$ cat src/rtl/int_add_pkg.sv
`default_nettype none
// ============================================================================
//  Module      : int_add_pkg
//  Description : Shared constants and segment-geometry helpers for the
//                configurable-accuracy pipelined adder.
//  Revision    : 1.0 - initial release
// ============================================================================
package int_add_pkg;

    localparam int SAT_OFF = 0;
    localparam int SAT_ON  = 1;

    function automatic int clog2(input int value);
        int res;
        res = 0;
        while ((1 << res) < value) begin
            res++;
        end
        return res;
    endfunction

    // Segments are ceil(bw/ns) wide with the top one taking the remainder.
    // The clamp keeps every segment at least one bit wide when the
    // remainder would otherwise be zero or negative.
    function automatic int seg_lo(input int bw, input int ns, input int k);
        int seg_ceil;
        int lo;
        seg_ceil = (bw + ns - 1) / ns;
        lo       = k * seg_ceil;
        if (lo > bw - ns + k) begin
            lo = bw - ns + k;
        end
        return lo;
    endfunction

    function automatic int seg_w(input int bw, input int ns, input int k);
        return seg_lo(bw, ns, k + 1) - seg_lo(bw, ns, k);
    endfunction

endpackage
`default_nettype wire

$ cat src/rtl/config_int_add_pipe_if.sv
`default_nettype none
// ============================================================================
//  Module      : config_int_add_pipe_if
//  Description : Operand and result valid/ready channels of the adder.
//  Revision    : 1.0 - initial release
// ============================================================================
interface config_int_add_pipe_if #(
    parameter int BWOP = 32,
    parameter int TRW  = 7
);
    logic            in_vld;
    logic            in_rdy;
    logic [BWOP-1:0] a;
    logic [BWOP-1:0] b;
    logic [TRW-1:0]  trunc;
    logic            sat;
    logic            out_vld;
    logic            out_rdy;
    logic [BWOP-1:0] c;
    logic            cout;

    modport master (
        output in_vld, a, b, trunc, sat, out_rdy,
        input  in_rdy, out_vld, c, cout
    );

    modport slave (
        input  in_vld, a, b, trunc, sat, out_rdy,
        output in_rdy, out_vld, c, cout
    );
endinterface
`default_nettype wire

$ cat src/rtl/int_add_seg.sv
`default_nettype none
// ============================================================================
//  Module      : int_add_seg
//  Description : One combinational ripple segment of the split adder.
//  Revision    : 1.0 - initial release
// ============================================================================
module int_add_seg #(
    parameter int SW = 16
) (
    input  wire  [SW-1:0] x,
    input  wire  [SW-1:0] y,
    input  wire           ci,
    output logic [SW-1:0] s,
    output logic          co
);

    assign {co, s} = {1'b0, x} + {1'b0, y} + {{SW{1'b0}}, ci};

endmodule
`default_nettype wire

$ cat src/rtl/config_int_add_pipe.sv
`default_nettype none
// ============================================================================
//  Module      : config_int_add_pipe
//  Description : Pipelined unsigned adder with per-transaction operand
//                truncation, optional saturation and valid/ready flow control.
//  Revision    : 1.0 - initial release
// ============================================================================
module config_int_add_pipe
    import int_add_pkg::*;
#(
    parameter int BWOP = 32,
    parameter int NSTG = 2,
    parameter int TRW  = 7
) (
    input wire                   clk,
    input wire                   rst,
    config_int_add_pipe_if.slave bus
);

    logic [TRW-1:0]  w_trunc;
    logic [BWOP-1:0] w_mask;
    logic [NSTG-1:0] w_vld;
    logic [NSTG:0]   w_adv;

    assign w_trunc = bus.trunc;
    // Shift amounts at or beyond the width yield zero, clearing the whole mask.
    assign w_mask  = {BWOP{1'b1}} << w_trunc;

    always_comb begin
        w_adv       = '0;
        w_adv[NSTG] = bus.out_rdy;
        for (int k = NSTG - 1; k >= 0; k--) begin
            w_adv[k] = ~w_vld[k] | w_adv[k+1];
        end
    end

    assign bus.in_rdy  = w_adv[0];
    assign bus.out_vld = w_vld[NSTG-1];

    for (genvar k = 0; k < NSTG; k++) begin : g_stg
        localparam int LO = seg_lo(BWOP, NSTG, k);
        localparam int W  = seg_w(BWOP, NSTG, k);
        localparam int HI = LO + W;

        // Operand bits from this segment upward; the low sum bits done so far.
        logic [BWOP-LO-1:0] w_a;
        logic [BWOP-LO-1:0] w_b;
        logic               w_ci;
        logic               w_sat;
        logic               w_vin;
        logic [W-1:0]       w_seg;
        logic               w_co;
        logic [HI-1:0]      w_sum;
        logic               r_v;

        if (k == 0) begin : g_head
            assign w_a   = bus.a & w_mask;
            assign w_b   = bus.b & w_mask;
            assign w_ci  = 1'b0;
            assign w_sat = bus.sat;
            assign w_vin = bus.in_vld;
            assign w_sum = w_seg;
        end else begin : g_body
            assign w_a   = g_stg[k-1].g_mid.r_a;
            assign w_b   = g_stg[k-1].g_mid.r_b;
            assign w_ci  = g_stg[k-1].g_mid.r_cy;
            assign w_sat = g_stg[k-1].g_mid.r_sat;
            assign w_vin = g_stg[k-1].r_v;
            assign w_sum = {w_seg, g_stg[k-1].g_mid.r_s};
        end

        int_add_seg #(
            .SW (W)
        ) u_seg (
            .x  (w_a[W-1:0]),
            .y  (w_b[W-1:0]),
            .ci (w_ci),
            .s  (w_seg),
            .co (w_co)
        );

        always_ff @(posedge clk or negedge rst) begin
            if (!rst) begin
                r_v <= 1'b0;
            end else if (w_adv[k]) begin
                r_v <= w_vin;
            end
        end

        assign w_vld[k] = r_v;

        if (k < NSTG - 1) begin : g_mid
            logic [BWOP-HI-1:0] r_a;
            logic [BWOP-HI-1:0] r_b;
            logic [HI-1:0]      r_s;
            logic               r_cy;
            logic               r_sat;

            always_ff @(posedge clk or negedge rst) begin
                if (!rst) begin
                    r_a   <= '0;
                    r_b   <= '0;
                    r_s   <= '0;
                    r_cy  <= 1'b0;
                    r_sat <= 1'b0;
                end else if (w_adv[k] && w_vin) begin
                    r_a   <= w_a[BWOP-LO-1:W];
                    r_b   <= w_b[BWOP-LO-1:W];
                    r_s   <= w_sum;
                    r_cy  <= w_co;
                    r_sat <= w_sat;
                end
            end
        end else begin : g_tail
            logic [BWOP-1:0] r_c;
            logic            r_cout;

            // Saturation is resolved here so the output port is a plain flop.
            always_ff @(posedge clk or negedge rst) begin
                if (!rst) begin
                    r_c    <= '0;
                    r_cout <= 1'b0;
                end else if (w_adv[k] && w_vin) begin
                    r_c    <= (w_sat && w_co) ? {BWOP{1'b1}} : w_sum;
                    r_cout <= w_co;
                end
            end

            assign bus.c    = r_c;
            assign bus.cout = r_cout;
        end
    end

endmodule
`default_nettype wire
$ cat src/flat_wrapper.sv
// flat-port wrapper written by rule: the top's interface ports become plain ports
module config_int_add_pipe_flat import int_add_pkg::*;
#(
    parameter int BWOP = 32,
    parameter int NSTG = 2,
    parameter int TRW  = 7
)
  (clk, rst, bus_in_vld, bus_a, bus_b, bus_trunc, bus_sat, bus_out_rdy, bus_in_rdy, bus_out_vld, bus_c, bus_cout);
  config_int_add_pipe_if #(.BWOP(BWOP), .TRW(TRW)) bus_i ();
  input wire clk;
  input wire rst;
  input wire logic [$bits(bus_i.in_vld)-1:0] bus_in_vld;
  input wire logic [$bits(bus_i.a)-1:0] bus_a;
  input wire logic [$bits(bus_i.b)-1:0] bus_b;
  input wire logic [$bits(bus_i.trunc)-1:0] bus_trunc;
  input wire logic [$bits(bus_i.sat)-1:0] bus_sat;
  input wire logic [$bits(bus_i.out_rdy)-1:0] bus_out_rdy;
  output wire logic [$bits(bus_i.in_rdy)-1:0] bus_in_rdy;
  output wire logic [$bits(bus_i.out_vld)-1:0] bus_out_vld;
  output wire logic [$bits(bus_i.c)-1:0] bus_c;
  output wire logic [$bits(bus_i.cout)-1:0] bus_cout;
  assign bus_i.in_vld = bus_in_vld;
  assign bus_i.a = bus_a;
  assign bus_i.b = bus_b;
  assign bus_i.trunc = bus_trunc;
  assign bus_i.sat = bus_sat;
  assign bus_i.out_rdy = bus_out_rdy;
  assign bus_in_rdy = bus_i.in_rdy;
  assign bus_out_vld = bus_i.out_vld;
  assign bus_c = bus_i.c;
  assign bus_cout = bus_i.cout;
  config_int_add_pipe #(.BWOP(BWOP), .NSTG(NSTG), .TRW(TRW)) u_core (.clk(clk), .rst(rst), .bus(bus_i));
endmodule
$ cat config.mk
export PLATFORM = sky130hd
export DESIGN_NAME = config_int_add_pipe_flat
export DESIGN_NICKNAME = d
export VERILOG_FILES = /design/src/rtl/int_add_pkg.sv /design/src/rtl/config_int_add_pipe_if.sv /design/src/rtl/int_add_seg.sv /design/src/rtl/config_int_add_pipe.sv /design/src/flat_wrapper.sv
export SDC_FILE = /design/constraint.sdc
export NUM_CORES = 1
export LEC_CHECK = 0
export ABC_CLOCK_PERIOD_IN_PS = 2450
export BUFFER_PORTS_ARGS = -buffer_cell sky130_fd_sc_hd__buf_2
export CORE_MARGIN = 2
export CORE_UTILIZATION = 50
export CTS_CLUSTER_SIZE = 12
export DETAILED_ROUTE_END_ITERATION = 12
export PLACE_DENSITY = 0.77
export SLEW_MARGIN = 20
export SYNTH_ARGS = -nofsm -noshare
export SYNTH_HDL_FRONTEND = slang
export SYNTH_SLANG_ARGS = --single-unit
$ cat constraint.sdc
create_clock -name clk -period 2.45 [get_ports clk]
set_clock_uncertainty 0.1 [all_clocks]
set_input_delay 0.245 -clock clk [delete_from_list [all_inputs] [get_ports clk]]
set_output_delay 0.245 -clock clk [all_outputs]
set_load 0.02 [all_outputs]
==> Yosys cells after proc, flatten, opt, wreduce, memory -nomap -nowiden <==
Cells that the tools add are included.
{ "word_totals": {"inputBits": 76, "wordCells": 23, "reg_bits": 85, "out_inout_bits": 35} }
{ "op_classes": {"n_reduce_logical": 3, "addsub": 3, "n_mux": 1, "n_shift": 1, "bitwise_logic": 6} }
{ "op_table": {"columns": ["cell", "count"], "rows": [
  ["32-bit AND", 2],
  ["16-bit by 16-bit adder with 17-bit output", 2],
  ["32-bit two-way mux", 1],
  ["32-bit by 7-bit left shift with 32-bit output, first input constant", 1],
  ["17-bit by 1-bit adder with 17-bit output", 1],
  ["1-bit logical AND", 3],
  ["1-bit NOT", 2],
  ["1-bit bitwise OR", 2]
]} }

==> Longest topological paths before layout <==
{ "depth": {"ltp_word": 4, "mapped_depth": 14, "mapped_depth_nobuf": 13} }

==> By module <==
A second synthesis with hierarchy kept.
{ "unflattened": {"cells_unflattened": 568, "area_unflattened_um2": 5497.8} }
{ "modules_own_cells": {"columns": ["module", "cells_per_inst", "area_per_inst_um2", "seq_area_each_um2", "n_inst"], "rows": [
  ["config_int_add_pipe", 386, 4043.9, 2127.0, 1],
  ["int_add_seg", 91, 726.9, 0.0, 2]
]} }

==> Worst setup path before layout <==
Ideal clock, no wire load.
{ "synth_timing": {"kind": "input -> register", "startpoint": "in bus_trunc[6]", "endpoint": "reg u_core.g_stg[0].g_mid.r_s[9]", "cell_stages": 13, "path_slack_ns": -0.823, "t_arrival_ns": 3.069, "t_required_ns": 2.246, "n_path_buf": 1, "setup_time_ns": 0.104, "path_cell_list": "or3_1 clkbuf_1 or3_1 nor2_1 and2_1 ha_1 a21o_1 a21oi_2 o21bai_1 a2111oi_2 o21bai_1 a2111o_1 o311ai_1"} }
{ "synth_via": {"elab_chain_cells": 3, "elab_cells_between_ends": 4, "cone_classes": "1 x add/sub; 1 x shift; 2 x bitwise"} }
{ "synth_lines": {"columns": ["element", "line_no", "rtl"], "rows": [
  ["start: declaration", "flat_wrapper.sv:15", "input wire logic [$bits(bus_i.trunc)-1:0] bus_trunc;"],
  ["32-bit by 7-bit left shift with 32-bit output (*)", "config_int_add_pipe.sv:27", "assign w_mask = {BWOP{1'b1}} << w_trunc;"],
  ["32-bit AND, on equally long branches", "config_int_add_pipe.sv:57, config_int_add_pipe.sv:58", null],
  ["16-bit by 16-bit adder with 17-bit output (*)", "int_add_seg.sv:17", "assign {co, s} = {1'b0, x} + {1'b0, y} + {{SW{1'b0}}, ci};"],
  ["end signal: assignment", "config_int_add_pipe.sv:109", "r_s <= w_sum;"],
  ["end: declaration", "config_int_add_pipe.sv:95", "logic [HI-1:0] r_s;"]
]} }
Every way passes the cells marked *; elsewhere a longest branch is shown, timed or not.
A chain may end at the register's enable or synchronous reset.

==> Final worst setup path <==
Same ends and word-level chain as after synthesis.

==> run summary <==
status - complete, but fails checks
failing checks - setup timing
layout cells sized above 1 - 40.76%
Final Hold Vio Count - 0
number of flops mapped to enable cells by yosys - 0
met3 WL - 923 µm
GR Util All Layers - 28.91%
Async SR Flop Fraction - 100.0%
Layout Area Growth over Synthesis - 45.21%
largest net degree at the start of global routing - 67
placed cell area - 6501 µm²
vias per inst - 5.744
Die Y - 106.1 µm
most frequent cells in the layout - 107 x buf_2, 90 x buf_4, 85 x dfrtp_1, 49 x nand2_1, 42 x nor2_1
Ys Warns - 0
Fin Hold WS - 0.01823 ns
commonest non-fill, non-tap cell in the layout - buf_2
worst skew pair latency - 0.37 ns
Routed Antenna Nets - 0
Metal-1 WL - 7111 µm
cells after synthesis - 580
Final Max Slew Viols - 0
Clock Sinks - 85
first-pass GRT wire length - 25520 µm
Seq/Total Area, Yosys - 40.80%
n_diodes - 0
Final WS setup - -0.5538 ns
VDD IR max - 0.3005 mV
syn nets - 690
most used flip-flop cell after synthesis - dfrtp_1
Filler cells - 688
number of H-tree levels - 3
area occupied by multi-input gates - 3398 µm²
DR vias - 5319
Crit Path Category - input pin to flop
DIE AREA - 11260 µm²
setup violators final - 45
Max Buffers Root-to-Sink - 2
leak pwr - 3.731 nW
DR pass1 iterations - 5
dpl hpwl - 11210 µm
Routed WL - 16430 µm
largest fanout on the critical path - 3
TritonCTS buffer count - 9
Power Density - 525.8 nW/µm²
CTS root buf - clkbuf_8
max_cap viols - 0
Period minus WS final - 3.004 ns
count of cell types in the netlist - 60
Nets - 895
Arr. time, crit path - 3.18 ns
Top Ports - 111
Slew headroom - 60.73%
drt first-iter violations - 320
drt wl/cell - 17.75 µm
highest routed layer - met4
CTS tree - yes
post-synthesis register bit count - 85
Startpoint Class - input pin
die width - 106.1 µm
unrepaired setup endpoints after global routing - yes
synthesized area - 5214 µm²
GP Congestion - 0.8815
Final Instance Area - 7571 µm²
syn avg cell area - 8.989 µm²
FMAX - 0.3329 GHz
Required @ worst endpoint - 2.62 ns
Final period util - 122.6%
number of global-route vias before repair - 5215
Buffers on Ports - 110
Worst-path clk slew - 0.08 ns
residual DRC count - 0
pin slew with the least headroom to its limit - 0.5891 ns
grt ovf - 0
initial antenna violation count - 0
DR WL met2 - 7905 µm
Core Area - 10230 µm²
Initial Utilization - 50.96%
CP Capture Type - flop
Tightest Hold Check Type - input pin to flop
Register Area - 2127 µm²
# rows - 37
==> path summary, 6_finish.rpt <==
path,depth (start not counted),to,slack (ns),from
max,13,u_core.g_stg[0].g_mid.r_s[9],-0.55,bus_trunc[6]
min,2,u_core.g_stg[0].g_mid.r_a[12],0.02,bus_a[28]
max reg2reg,11,u_core.bus.c[30],-0.49,u_core.g_stg[0].g_mid.r_cy
min reg2reg,2,u_core.g_stg[0].g_mid.r_a[15],0.38,u_core.g_stg[0].g_mid.r_a[15]
max in group asynchronous,3,u_core.g_stg[0].g_mid.r_b[15],1.30,rst
min in group asynchronous,2,u_core.g_stg[0].r_v,0.31,rst
==> routing by layer <==
layer / up-vias / GRT usage, %
met5: - / 0
met4: 0 / 11.37
met3: 38 / 4.231
met2: 199 / 47.62
met1: 2575 / 38.50
li1: 2507 / -
==> per-stage QoR <==
stage               setup TNS [ns]  cells  setup WS [ns]  utilization, %  power [mW]
global placement            -16.59    874        -0.9388           63.54       2.600
floorplan                   -9.413    580        -0.7342               -       2.231
detailed placement          -20.16    874         -1.133           63.54       2.634
global route                -20.52    926        -0.6124           74.00       4.154
finish                      -18.86    926        -0.5538           74.00       3.981
CTS                         -14.32    922        -0.4549           72.70       3.943
==> synth_stat cells (3+ instances only) <==
cell / n / area share (%)
nor2_1: 68 / 4.9
nand3b_1: 3 / 0.43
nand4_1: 4 / 0.48
o21ai_0: 33 / 3.2
o21bai_1: 9 / 1.3
xnor2_1: 11 / 1.8
xor2_1: 5 / 0.84
or3_1: 6 / 0.72
nand3_1: 17 / 1.6
and3_1: 19 / 2.3
a31oi_1: 9 / 1.1
a21oi_1: 53 / 5.1
and2_1: 20 / 2.4
o22a_1: 5 / 0.84
nand2b_1: 8 / 0.96
nand2_1: 51 / 3.7
o21a_1: 11 / 1.6
a21oi_2: 3 / 0.50
o31ai_1: 3 / 0.43
inv_1: 15 / 1.1
a211oi_1: 3 / 0.43
nor3_1: 7 / 0.67
o211ai_1: 4 / 0.58
clkbuf_1: 24 / 1.7
dfrtp_1: 85 / 41
a21o_1: 8 / 1.2
fa_1: 3 / 1.2
ha_1: 31 / 7.4
buf_1: 4 / 0.29
a22o_1: 20 / 3.4
==> layout make-up <==
| cell class | count | area share, % |
|---|---|---|
| clock buffer | 12 | 1.917 |
| clock inverter | 4 | 1.256 |
| multi-input combinational | 450 | 44.89 |
| tap | 136 | 2.248 |
| timing repair buffer | 224 | 20.86 |
| inverter | 15 | 0.7437 |
| sequential | 85 | 28.09 |
==> state kept, by name, summed over array words and instances, names as in the netlist <==
name,flops
u_core.g_stg.g_mid.r_b,16
u_core.bus.out_vld,1
u_core.g_stg.g_mid.r_sat,1
u_core.bus.cout,1
u_core.g_stg.g_mid.r_cy,1
u_core.g_stg.g_mid.r_a,16
u_core.g_stg.g_mid.r_s,16
u_core.g_stg.r_v,1
u_core.bus.c,32
==> repair_timing <==
item                                   CTS  global route
setup buffers                           14             7
gates resized for setup                 90            23
endpoints found under the hold margin   56             0
pin swaps                               46            32
gates cloned                             3             0
setup endpoints to repair               45            45
hold buffers                            16             0
==> worst max-delay path, cell delays in order <==
cell	delay, ns
buf_6	0.09
or3_4	0.37
or3_4	0.39
nor2_4	0.14
and2_4	0.19
ha_4	0.19
a21o_1	0.19
a21oi_2	0.17
o21bai_2	0.12
a2111oi_4	0.39
o21bai_2	0.14
a2111o_1	0.46
o311ai_2	0.09
==> kinds of logic after synthesis <==
family,count (synthesis),share of synthesized area (%)
flip-flops,85,40.80
XOR/XNOR,16,2.688
buffers and inverters,45,3.288
adder cells (fa/ha/maj),34,8.591
AND/OR/NAND/NOR,212,19.65
AO/OA/AOI/OAI,187,24.77
multiplexers,1,0.2160
==> power by group <==
group          switching (mW)  internal (mW)  total, mW
clock network           0.507          0.705       1.21
registers               0.116           1.57       1.68
logic                   0.625          0.461       1.09
total                    1.25           2.73       3.98
No activity file was read; power rests on OpenSTA's default activity.
